--- config.mk ---
export PLATFORM = sky130hd
export DESIGN_NAME = btn_debounce_sync
export DESIGN_NICKNAME = d
export VERILOG_FILES = /design/src/rtl/btn_db_pkg.sv /design/src/rtl/btn_debounce_sync_sync.sv /design/src/rtl/btn_debounce_sync.sv
export SDC_FILE = /design/constraint.sdc
export NUM_CORES = 1
export LEC_CHECK = 0
export CORE_ASPECT_RATIO = 1.5
export CORE_MARGIN = 10
export CORE_UTILIZATION = 45
export DETAILED_ROUTE_END_ITERATION = 16
export DONT_BUFFER_PORTS = 1
export GPL_TIMING_DRIVEN = 0
export PLACE_DENSITY = 0.72
export SLEW_MARGIN = 20
export SYNTH_ARGS = -nofsm -noshare
export SYNTH_HDL_FRONTEND = slang
export SYNTH_SLANG_ARGS = --single-unit
--- constraint.sdc ---
create_clock -name clk -period 2.25 [get_ports clk]
set_input_delay 0.3375 -clock clk [delete_from_list [all_inputs] [get_ports clk]]
set_output_delay 0.3375 -clock clk [all_outputs]
set_load 0.005 [all_outputs]
--- src/rtl/btn_db_pkg.sv ---
// Shared types and defaults for the button debouncer.
// Encodings keep the level in bit 1 and the "timing" flag in bit 0 ^ bit 1.
package btn_db_pkg;

  typedef enum logic [1:0] {
    IDLE_LO = 2'b00,
    WAIT_HI = 2'b01,
    IDLE_HI = 2'b11,
    WAIT_LO = 2'b10
  } db_state_e;

  localparam int DEF_SYNC_STAGES = 2;
  localparam int DEF_DB_CYCLES   = 500000;

endpackage

--- src/rtl/btn_debounce_sync_sync.sv ---
// Generic N-flop synchroniser chain, async active-high reset to 0.
// Reusable for any other single-bit board input.
module sync_chain #(
  parameter int SYNC_STAGES = 2
) (
  input  logic clk,
  input  logic rst,
  input  logic d,
  output logic q
);

  logic [SYNC_STAGES-1:0] sync_q;
  logic [SYNC_STAGES-1:0] sync_d;

  always_comb begin
    sync_d = {sync_q[SYNC_STAGES-2:0], d};
  end

  always_ff @(posedge clk or posedge rst) begin
    if (rst) sync_q <= '0;
    else     sync_q <= sync_d;
  end

  assign q = sync_q[SYNC_STAGES-1];

endmodule

--- src/rtl/btn_debounce_sync.sv ---
// Button synchroniser + debouncer with clean level and edge pulses.
// Define BTN_DB_TOGGLE_EN to get a T-flop output driven by each press.
module btn_debounce_sync
  import btn_db_pkg::*;
#(
  parameter int SYNC_STAGES = DEF_SYNC_STAGES,
  parameter int DB_CYCLES   = DEF_DB_CYCLES
) (
  input  logic clk,
  input  logic rst,
  input  logic btn_in,
  output logic btn_level,
  output logic btn_rise,
  output logic btn_fall,
  output logic busy,
  output logic btn_toggle
);

  localparam int CNT_W = $clog2(DB_CYCLES);
  localparam logic [CNT_W-1:0] CNT_LAST = CNT_W'(DB_CYCLES - 1);

  logic s;

  db_state_e  state_q, state_d;
  logic [CNT_W-1:0] cnt_q, cnt_d;
  logic level_q, level_d;
  logic rise_q, rise_d;
  logic fall_q, fall_d;

  sync_chain #(
    .SYNC_STAGES(SYNC_STAGES)
  ) u_sync (
    .clk(clk),
    .rst(rst),
    .d  (btn_in),
    .q  (s)
  );

  // Abort on reversal beats acceptance, so a glitch always restarts the run.
  always_comb begin
    state_d = state_q;
    cnt_d   = cnt_q;
    level_d = level_q;
    rise_d  = 1'b0;
    fall_d  = 1'b0;
    unique case (state_q)
      IDLE_LO: begin
        if (s) begin
          state_d = WAIT_HI;
          cnt_d   = '0;
        end
      end
      WAIT_HI: begin
        if (!s) begin
          state_d = IDLE_LO;
          cnt_d   = '0;
        end else if (cnt_q == CNT_LAST) begin
          state_d = IDLE_HI;
          level_d = 1'b1;
          rise_d  = 1'b1;
        end else begin
          cnt_d = cnt_q + 1'b1;
        end
      end
      IDLE_HI: begin
        if (!s) begin
          state_d = WAIT_LO;
          cnt_d   = '0;
        end
      end
      WAIT_LO: begin
        if (s) begin
          state_d = IDLE_HI;
          cnt_d   = '0;
        end else if (cnt_q == CNT_LAST) begin
          state_d = IDLE_LO;
          level_d = 1'b0;
          fall_d  = 1'b1;
        end else begin
          cnt_d = cnt_q + 1'b1;
        end
      end
      default: begin
        state_d = IDLE_LO;
        cnt_d   = '0;
      end
    endcase
  end

  always_ff @(posedge clk or posedge rst) begin
    if (rst) begin
      state_q <= IDLE_LO;
      cnt_q   <= '0;
      level_q <= 1'b0;
      rise_q  <= 1'b0;
      fall_q  <= 1'b0;
    end else begin
      state_q <= state_d;
      cnt_q   <= cnt_d;
      level_q <= level_d;
      rise_q  <= rise_d;
      fall_q  <= fall_d;
    end
  end

  assign btn_level = level_q;
  assign btn_rise  = rise_q;
  assign btn_fall  = fall_q;
  assign busy      = (state_q == WAIT_HI) || (state_q == WAIT_LO);

`ifdef BTN_DB_TOGGLE_EN
  logic tog_q, tog_d;

  always_comb begin
    tog_d = tog_q ^ rise_d;
  end

  always_ff @(posedge clk or posedge rst) begin
    if (rst) tog_q <= 1'b0;
    else     tog_q <= tog_d;
  end

  assign btn_toggle = tog_q;
`else
  assign btn_toggle = 1'b0;
`endif

endmodule

==> impl.org <==
** Critical path
- On the critical path, the stage with the largest delay is an instance of sky130_fd_sc_hd__dfrtp_1.
- Worst-path maximum fanout :: 10
- The cell family contributing the most delay on the critical path is compound AO/OA/AOI/OAI gates.
- Worst Path Arrival :: 2250 ps
- CP Cell Sequence :: inv_1 -> ha_1 -> a211oi_1 -> a21o_1 -> clkbuf_1 -> nor2_1
- The setup check on the worst reg-to-reg path leaves a slack of 140 ps.
- STA puts the critical path data required time at 2390 ps.
- For this run, the slowest stage of the critical path takes 460 ps.
- STA classifies the critical path endpoint as a flop.
- STA classifies the critical path startpoint as a flop.
- The critical path is of the flop to flop type.
- The number of buffers and inverters on the critical path is 2.

** Detailed routing
- Post-route ant nets :: 0
- Post-route DRC violation count :: 0
- The routed layout has around 1200 vias.
- In the routed layout, each cell is associated on average with a via count of 6.03.
- 1st-iter DRT viols :: 114
- Wires add up to between 3000 and 4000 µm.
- In the final routed layout, each cell accounts on average for 15.9 µm.
- The pre-antenna-repair detailed-routing pass consisted of 4 iterations.

** GRT
- Number of global-route vias before repair :: between 1000 and 1500
- Global-route wire length before repair :: 5560 µm
- The initial antenna violation count is 0.
- Pin count of the biggest net entering global routing :: 27
- Global routing consumed, over all layers together, between 10 and 15% of the routing resources.
- GRT Residual Overflow :: 0

** Run status
- The run finished with clean final reports.

** Yosys
- After synthesis, the most frequently instantiated cells are 26 x sky130_fd_sc_hd__dfrtp_1, 24 x sky130_fd_sc_hd__nor2_1, 13 x sky130_fd_sc_hd__nand3_1, 10 x sky130_fd_sc_hd__xor2_1, 9 x sky130_fd_sc_hd__nand2_1.
- Most frequently used flop master after synthesis :: sky130_fd_sc_hd__dfrtp_1
- Number of nets produced by synthesis :: ~170
- Number of warnings issued by yosys :: 0
- Cell area after technology mapping :: about 1500 µm²
- The synthesized design contains 0 enable-type register cells.
- The largest total area in the synthesized netlist belongs to sky130_fd_sc_hd__dfrtp_1.
- Synthesis handed over a netlist of 160 instances.
- Synth top area cells :: sky130_fd_sc_hd__dfrtp_1 43%, sky130_fd_sc_hd__nor2_1 6.0%, sky130_fd_sc_hd__xor2_1 5.8%
- The top cell type by area accounts for 43.0% of the synthesized area.
- sky130_fd_sc_hd__dfrtp_1 is the most common cell in the netlist.
- In this run, distinct cell masters in the synthesized netlist total 42.
- Async SR Flop Fraction :: 100%
- A synthesized cell averages ~9.4 µm².
- Summing the sequential cell areas from Yosys gives 43.0% of the chip area.
- Number of flip-flops and latches in the synthesized netlist :: 26

** Cells and area
- The final layout contains 173 nets.
- Compared with the post-synthesis result, the final layout area differs by 7.20%.
- Diode count :: 0
- Of the cells placed in the final design, the portion with a size suffix greater than 1 is 10.4%.
- Area of all placed cells without fillers :: 1620 µm²

** STA
- Share of the clock period used by the worst path :: 93.8%
- Number of setup violations in the final report :: 0
- On the final layout, the worst clock skew is 1.86 ps.
- Relative slew slack :: 38.2%
- For the pin with the worst max-slew slack, the measured transition is 921 ps.
- The final count of hold timing violations was 0.
- Based on the critical path, the design can be clocked at up to about 470 MHz.
- The max-slew violation count was 0.
- Final critical-path required period :: 2110 ps
- Setup repair after global routing left no endpoint under its margin.
- TNS Setup :: 0 ps

** Floorplan
- Core box area :: 3190 µm²
- The floorplan step set the die height to around 91 µm.
- Initial cell density of the core :: a little under half
- Overall die area :: 6120 µm²
- Core Rows :: 25
- Horizontal die dimension :: roughly 67 µm
- 8 I/O pins were placed.

** Place
- Number of I/O port buffers :: 0
- At the end of routability-driven placement, the weighted congestion stood at 0.836.
- Total placed instance area :: 1560 µm²
- Summed over all nets, the half-perimeter wirelength after detailed placement is 2440 µm.

** Min path
- Worst hold-check path type :: primary input to async pin

** Clock network
- CTS built an H-tree with a depth of 1.
- Clk_lat worst skew :: 260 ps
- CTS Sinks :: 26
- Worst-path clk slew :: 80 ps
- Post-CTS Hold Fix Bufs :: 0
- The tree is rooted in a sky130_fd_sc_hd__clkbuf_8.
- Maximum buffer depth of the clock tree :: 2
- TritonCTS built the clock tree.
- TritonCTS created 3 clock buffers.

** Pwr
- In this run the static leakage power is approximately 0.66 nW.
- In this run the power density over the cells is about 880 nW/µm².
- Largest vdd supply drop :: 0.495 mV

** Flow run
- The tool flagged a number of max-cap violations equal to 0.
[cells in the final DEF (no fill, tap or decap), types with 2 or more instances in the layout]
cell / Yosys / routed
sky130_fd_sc_hd__a211oi_1: 2 / 2
sky130_fd_sc_hd__a21oi_1: 5 / 5
sky130_fd_sc_hd__a31oi_1: 3 / 3
sky130_fd_sc_hd__buf_2: 3 / 3
sky130_fd_sc_hd__clkbuf_1: 2 / 2
sky130_fd_sc_hd__clkbuf_8: 0 / 4
sky130_fd_sc_hd__dfrtp_1: 26 / 26
sky130_fd_sc_hd__ha_1: 5 / 5
sky130_fd_sc_hd__inv_1: 5 / 4
sky130_fd_sc_hd__nand2_1: 9 / 9
sky130_fd_sc_hd__nand3_1: 13 / 13
sky130_fd_sc_hd__nand4_1: 5 / 5
sky130_fd_sc_hd__nor2_1: 24 / 24
sky130_fd_sc_hd__nor3_1: 3 / 3
sky130_fd_sc_hd__nor3b_1: 2 / 2
sky130_fd_sc_hd__nor4_1: 3 / 3
sky130_fd_sc_hd__o211ai_1: 2 / 2
sky130_fd_sc_hd__o21ai_0: 8 / 8
sky130_fd_sc_hd__o31ai_1: 4 / 4
sky130_fd_sc_hd__xnor2_1: 3 / 3
sky130_fd_sc_hd__xor2_1: 10 / 10
[through the flow]
| step | util (%) | hold slack (ps) | total power (W) | std cells | setup slack, ps |
|---|---|---|---|---|---|
| floorplan | - | 331 | 0.000979 | 160 | 444 |
| detailed placement | 48.9 | 361 | 0.00113 | 200 | 168 |
| finish | 50.8 | 40.2 | 0.00143 | 204 | 141 |
| global route | 50.8 | 78.7 | 0.00152 | 204 | 17.5 |
| global placement | 48.9 | 332 | 0.00110 | 200 | 225 |
| CTS | 50.7 | 89.4 | 0.00142 | 204 | 153 |
[final timing paths]
| kind | from | cells after the start | end |
|---|---|---|---|
| hold reg to reg | u_sync.sync_q[0] | 0 | u_sync.sync_q[1] |
| min in group clk | btn_in | 0 | u_sync.sync_q[0] |
| hold / removal | rst | 1 | state_q[1] |
| setup reg to reg | state_q[0] | 6 | cnt_q[11] |
| max in group asynchronous | rst | 1 | btn_level |
| setup / recovery | state_q[0] | 6 | cnt_q[11] |
[sequential cells by signal (all words and copies together) (netlist names)]
signal / flops
btn_fall: 1
btn_level: 1
btn_rise: 1
cnt_q: 19
state_q: 2
u_sync.sync_q: 2
[what timing repair did]
action | in CTS | in global routing
buffers inserted | 0 | 0
gates resized for setup | 0 | 1
endpoints found under the setup margin | 0 | 2
[area by class of cell]
type | count | area, µm²
plain buffers | 6 | 30.0
inverters | 5 | 18.8
fillers | 300 | 1570
multi-input cells | 123 | 816
well taps | 40 | 50.0
flip-flops and latches | 26 | 651
clock buffers | 4 | 55.1
[where the power goes]
group / total [W] / internal, W / switching [W]
Combinational: 0.000581 / 0.000199 / 0.000382
Clock: 0.000292 / 0.000156 / 0.000136
Sequential: 0.000553 / 0.000503 / 0.0000502
[per-layer routing]
metal  share of wire, %  wire length [µm]  GRT usage [%]  vias to the layer above
li1                   -                 -              -                      589
met1                 41              1320           10.8                      609
met2                 54              1740           20.4                       26
met3                3.6               116           1.97                        6
met4                2.2                71           5.84                        0
met5                  0                 0              0                        -
[cells by family after synthesis]
kind of cell,Yosys count,share of synthesized area (%)
other,1,0.248
adders and majority gates,5,4.14
buffers and inverters,11,3.23
AOI/OAI and AO/OA,32,14.3
DFF,26,43.0
and+or+nand+nor,68,24.4
xor gates and xnor gates,13,7.53
muxes,4,3.06
(Power assumes the default switching activity.)
